==> src/rtl/cla_multicycle_addsub.sv <==
// ---------------------------------------------------------------------------
// cla_multicycle_addsub
//
// Multi-cycle add/subtract unit. A WIDTH-bit operation is computed CHUNK bits
// per clock through CHUNK/4 cascaded 4-bit carry-look-ahead slices, with the
// inter-chunk carry held in a register. A wide datapath can therefore share
// one small adder.
//
// Ports:
//   clk        rising-edge clock
//   reset_n    asynchronous active-low reset
//   op_start   operands valid this cycle (accepted only while op_ready=1)
//   op_ready   unit idle, can accept op_start
//   op_a/op_b  operands
//   op_sub     0: A+B+ci   1: A-B-ci (ci is borrow-in)
//   op_ci      carry-in / borrow-in
//   res_valid  result outputs valid, held until res_ready
//   res_ready  consumer accepts the result
//   res_sum    result (modulo 2^WIDTH)
//   res_co     carry-out (add) / borrow-out (sub)
//   res_ovf    two's-complement signed overflow
//   res_zero   res_sum == 0
// ---------------------------------------------------------------------------
module cla_multicycle_addsub #(
    parameter int WIDTH = 64,
    parameter int CHUNK = 16
) (
    input  logic             clk,
    input  logic             reset_n,
    input  logic             op_start,
    output logic             op_ready,
    input  logic [WIDTH-1:0] op_a,
    input  logic [WIDTH-1:0] op_b,
    input  logic             op_sub,
    input  logic             op_ci,
    output logic             res_valid,
    input  logic             res_ready,
    output logic [WIDTH-1:0] res_sum,
    output logic             res_co,
    output logic             res_ovf,
    output logic             res_zero
);

    localparam int NCYC   = WIDTH / CHUNK;
    localparam int NSLICE = CHUNK / 4;
    localparam int KW     = (NCYC > 1) ? $clog2(NCYC) : 1;

    generate
        if ((WIDTH % CHUNK) != 0 || (CHUNK % 4) != 0) begin : g_param_err
            $error("cla_multicycle_addsub: WIDTH must be a multiple of CHUNK and CHUNK a multiple of 4");
        end
    endgenerate

    typedef enum logic [1:0] {IDLE, CALC, DONE} state_t;

    state_t            state_reg, state_next;
    logic [WIDTH-1:0]  a_reg, b_reg;       // operands, shifted down one chunk per cycle
    logic              carry_reg;
    logic              sub_reg;
    logic              a_msb_reg, b_msb_reg; // sign bits of A and B' for overflow
    logic [KW-1:0]     k_reg;
    logic [WIDTH-1:0]  res_sum_reg;
    logic              co_reg, ovf_reg, zero_reg;

    logic [CHUNK-1:0]  chunk_sum;
    logic [NSLICE:0]   slice_c;
    logic [WIDTH-1:0]  sum_next;
    logic              calc_last;

    assign calc_last = (k_reg == KW'(NCYC - 1));

    // Chunk adder: the current chunk is always the low CHUNK bits of the
    // shifting operand registers.
    assign slice_c[0] = carry_reg;
    generate
        for (genvar gi = 0; gi < NSLICE; gi++) begin : g_slice
            logic [3:0] g, p;
            logic [4:0] c;
            assign g = a_reg[gi*4 +: 4] & b_reg[gi*4 +: 4];
            assign p = a_reg[gi*4 +: 4] ^ b_reg[gi*4 +: 4];
            assign c[0] = slice_c[gi];
            assign c[1] = g[0] | (p[0] & c[0]);
            assign c[2] = g[1] | (p[1] & g[0]) | (p[1] & p[0] & c[0]);
            assign c[3] = g[2] | (p[2] & g[1]) | (p[2] & p[1] & g[0])
                        | (p[2] & p[1] & p[0] & c[0]);
            assign c[4] = g[3] | (p[3] & g[2]) | (p[3] & p[2] & g[1])
                        | (p[3] & p[2] & p[1] & g[0])
                        | (p[3] & p[2] & p[1] & p[0] & c[0]);
            assign chunk_sum[gi*4 +: 4] = p ^ c[3:0];
            assign slice_c[gi+1] = c[4];
        end

        // Result chunks enter at the top and shift down, so after NCYC
        // cycles chunk 0 sits at bit 0.
        if (NCYC == 1) begin : g_sum_one
            assign sum_next = chunk_sum;
        end else begin : g_sum_multi
            assign sum_next = {chunk_sum, res_sum_reg[WIDTH-1:CHUNK]};
        end
    endgenerate

    // State register
    always_ff @(posedge clk or negedge reset_n) begin
        if (!reset_n) state_reg <= IDLE;
        else          state_reg <= state_next;
    end

    // Next-state logic
    always_comb begin
        state_next = state_reg;
        case (state_reg)
            IDLE:    if (op_start)  state_next = CALC;
            CALC:    if (calc_last) state_next = DONE;
            DONE:    if (res_ready) state_next = IDLE;
            default: state_next = IDLE;
        endcase
    end

    // Outputs decoded from state
    always_comb begin
        op_ready  = (state_reg == IDLE);
        res_valid = (state_reg == DONE);
    end

    // Datapath
    always_ff @(posedge clk or negedge reset_n) begin
        if (!reset_n) begin
            a_reg       <= '0;
            b_reg       <= '0;
            carry_reg   <= 1'b0;
            sub_reg     <= 1'b0;
            a_msb_reg   <= 1'b0;
            b_msb_reg   <= 1'b0;
            k_reg       <= '0;
            res_sum_reg <= '0;
            co_reg      <= 1'b0;
            ovf_reg     <= 1'b0;
            zero_reg    <= 1'b0;
        end else begin
            case (state_reg)
                IDLE: begin
                    if (op_start) begin
                        a_reg     <= op_a;
                        b_reg     <= op_sub ? ~op_b : op_b;
                        carry_reg <= op_sub ? ~op_ci : op_ci;
                        sub_reg   <= op_sub;
                        a_msb_reg <= op_a[WIDTH-1];
                        b_msb_reg <= op_b[WIDTH-1] ^ op_sub;
                        k_reg     <= '0;
                    end
                end
                CALC: begin
                    a_reg       <= a_reg >> CHUNK;
                    b_reg       <= b_reg >> CHUNK;
                    carry_reg   <= slice_c[NSLICE];
                    res_sum_reg <= sum_next;
                    k_reg       <= k_reg + KW'(1);
                    if (calc_last) begin
                        // Subtract computes A + ~B + ~ci, so borrow = ~carry.
                        co_reg   <= slice_c[NSLICE] ^ sub_reg;
                        ovf_reg  <= (a_msb_reg == b_msb_reg)
                                 && (chunk_sum[CHUNK-1] != a_msb_reg);
                        zero_reg <= ~|sum_next;
                    end
                end
                default: ;
            endcase
        end
    end

    assign res_sum  = res_sum_reg;
    assign res_co   = co_reg;
    assign res_ovf  = ovf_reg;
    assign res_zero = zero_reg;

endmodule

==> config.mk <==
export PLATFORM = sky130hd
export DESIGN_NAME = cla_multicycle_addsub
export DESIGN_NICKNAME = d
export VERILOG_FILES = /design/src/rtl/cla_multicycle_addsub.sv
export SDC_FILE = /design/constraint.sdc
export NUM_CORES = 1
export LEC_CHECK = 0
export CORE_MARGIN = 2
export CORE_UTILIZATION = 51
export DETAILED_ROUTE_END_ITERATION = 16
export GPL_TIMING_DRIVEN = 0
export PLACE_DENSITY = 0.8
export SLEW_MARGIN = 20
export SYNTH_ARGS = -nofsm -noshare
export SYNTH_HDL_FRONTEND = slang
export SYNTH_SLANG_ARGS = --single-unit
==> constraint.sdc <==
create_clock -name clk -period 4.2 [get_ports clk]
set_clock_uncertainty 0.1 [all_clocks]
set_input_delay 0.63 -clock clk [delete_from_list [all_inputs] [get_ports clk]]
set_output_delay 0.63 -clock clk [all_outputs]
set_load 0.01 [all_outputs]
==> summary.md <==
| Metric | Value |
|---|---|
| Global route total overflow | `0` |
| Clk slew on worst S/H paths | `approximately 60 ps` |
| Crit path required time | `roughly 4500 ps` |
| Setup Fix Bufs, Post-CTS | `0` |
| Via density | `5.60` |
| DR WL met2 | `about 13000 um` |
| Number of synthesized register bits | `203` |
| Routed length per instance | `approximately 17 um` |
| H-tree Lvls | `1` |
| Worst Tran Pin Value | `just under 800 ps` |
| Die area | `between 15000 and 20000 um2` |
| GPL Wtd Cong | `~0.97` |
| Synth area leader | `dfrtp_1` |
| Max transition margin | `about 48%` |
| Starting Density | `approximately 52%` |
| # DRC | `0` |
| Final min period | `roughly 3500 ps` |
| Yosys Warn Count | `0` |
| N_diodes | `0` |
| Top routing layer used | `met4` |
| Sequential cell area | `5080 um2` |
| Layout cells sized above 1 | `4.07%` |
| Status | `finished clean` |
| Post-synth EDFFs | `0` |
| WL final | `~26000 um` |
| Die Span X | `approximately 140 um` |
| Pin count of the biggest net entering global routing | `104` |
| Row cnt | `50` |
| Area grow syn2layout | `31.6%` |
| IO Port Bufs | `201` |
| Crit path DAT | `3840 ps` |
| P_leak | `5.58 nW` |
| Async SR Flop Fraction | `100%` |
| Synth Cell Area | `between 9000 and 10000 um2` |
| Final slew viol count | `0` |
| Power Dens Cells | `852 nW/um2` |
| Kind of critical path | `register to register` |
| Max Root-Sink Buffers | `3` |
| Initial DRC count | `between 600 and 700` |
| Clock sinks | `203` |
| Maximum clock rate | `282 MHz` |
| Filler cell count | `1482` |
| Initial antenna violation count | `0` |
| Hold-fix buffer count after cts | `0` |
| Nets | `1420` |
| Yosys top cell area share | `52.9%` |
| Via Count | `8460` |
| Crit Path Max Fanout | `4` |
| Area of the multi-input gates | `4210 um2` |
| Hold Vio Cnt, Final | `0` |
| Unique masters post-synth | `51` |
| Placed cells | `roughly 1.5k` |
| Met3 WL | `roughly 1600 um` |
| Syn nets | `about 1.2k` |
| Final Cycle Share | `84.4%` |
| DP Wirelength | `20000 um` |
| Top post-synthesis cells by area | `dfrtp_1 53%, nand2_1 13%, xnor2_1 6.6%` |
| Total CTS buffers | `21` |
| Post_cts resized | `0` |
| Unrepaired setup endpoints after global routing | `no` |
| Worst vdd ir | `404 uV` |
| Main synth FF type | `dfrtp_1` |
| Final setup fails | `0` |
| # IOs | `203` |
| Die Y | `141 um` |
| Critical Path Sink Type | `register` |
| CTS tree | `done` |
| All-Layer GR Usage | `26.2%` |
| Wire length on met1 | `about 11000 um` |
| Final Cell Area | `about 13000 um2` |
| Register area share after synthesis | `52.9%` |
| Total power | `between 10 and 15 mW` |
| Routed Antenna Nets | `0` |
| Number of detailed-route iterations in the first pass | `5` |
| Root Driver | `clkbuf_16` |
| Number of global-route vias before repair | `8055` |
| Clock Latency Late Sink | `500 ps` |
| Core region area | `18600 um2` |
| First-pass GRT wire length | `41300 um` |
| Worst hold path class | `input port to async pin` |
| Mean post-synth cell area | `9.23 um2` |
| Startpoint Class | `register` |
| Fin cells | `between 1.5k and 2k` |
| Placed Area | `between 10000 and 15000 um2` |
| Total of max-cap violations | `0` |
| Cells after Synth | `between 1k and 1.5k` |
## worst max-delay path, cell delays in order, from the launching register on
cell and delay (ps):
dfrtp_1 440, ha_1 330, a211oi_2 340, o21bai_2 160
a31o_4 280, fa_1 490, nor4b_1 380, nand4_1 180
nor4_2 360, nand4_1 170, o41ai_2 220
## logic make-up (layout without fill, tap and decap cells)
| family | count (synthesis) | in the layout | synth area share, % |
|---|---|---|---|
| buffers and inverters | 79 | 317 | 3.22 |
| AO/OA/AOI/OAI | 176 | 176 | 13.4 |
| multiplexers | 3 | 3 | 0.339 |
| adder cells (fa/ha/maj) | 21 | 21 | 3.05 |
| XOR/XNOR | 76 | 76 | 6.93 |
| flip-flops | 203 | 203 | 52.9 |
| AND/OR/NAND/NOR | 482 | 482 | 20.1 |
## layout make-up
class	instances	area share, %
clock inverter	6	0.664
timing repair buffer	202	16.2
sequential	203	40.2
multi-input combinational	758	33.3
buffer	71	2.21
tap	234	2.32
clock buffer	30	4.82
inverter	8	0.238
## cells in the final DEF, fill, tap and decap left out, drive strengths merged, types with 17 or more instances in the layout
cell	synthesis	routed
a221o	49	49
nand2	324	324
xnor2	72	72
a31oi	48	48
nand3	17	17
o21ai	52	52
clkbuf	59	89
ha	17	17
clkdlybuf4s50	0	200
nor2	107	107
dfrtp	203	203
## where the power goes
group / switching [mW] / internal (mW)
logic: 2.98 / 2.21
clock network: 0.747 / 1.13
registers: 0.789 / 2.91
total: 4.51 / 6.25
## cells in the mapped netlist, drive strengths merged (2+ instances only)
| master | count |
|---|---|
| and2 | 2 |
| mux2 | 2 |
| or3 | 3 |
| nand2b | 2 |
| nand2 | 324 |
| nor3 | 3 |
| dfrtp | 203 |
| xor2 | 4 |
| nor2b | 2 |
| xnor2 | 72 |
| a221o | 49 |
| nand3 | 17 |
| a31oi | 48 |
| o21bai | 2 |
| nor2 | 107 |
| nand4 | 6 |
| a211oi | 3 |
| buf | 12 |
| o21ai | 52 |
| a21oi | 7 |
| nor4 | 13 |
| inv | 8 |
| ha | 17 |
| clkbuf | 59 |
| a21o | 2 |
| fa | 4 |
## routing by layer
metal  track usage [%]  vias to the layer above
li1                  -                     3985
met3              3.77                       52
met4              8.68                        0
met5                 0                        -
met2              44.1                      349
met1              35.2                     4074
## final timing paths
check | startpoint | end | slack [ps] | cells after the start
max | b_reg[0] | res_zero | 650 | 10
min | reset_n | res_sum[5] | 40 | 1
max reg2reg | b_reg[0] | res_zero | 650 | 10
min reg2reg | res_sum[8] | res_sum[8] | 380 | 2
max in group asynchronous | reset_n | b_reg[59] | 3020 | 2
min in group clk | res_sum[8] | res_sum[8] | 380 | 2
## through the flow
stage	hold WS [ps]	util (%)	setup TNS [ps]	worst slack (ps)
2_1_floorplan	234	-	0	1210
5_1_grt	116	68.0	0	350
3_5_place_dp	364	64.2	0	711
6_report	35.7	68.0	0	654
3_3_place_gp	358	64.1	-1162470	-5740
4_1_cts	92.3	68.0	0	638
Note: power is estimated with default switching activity, not from simulation.
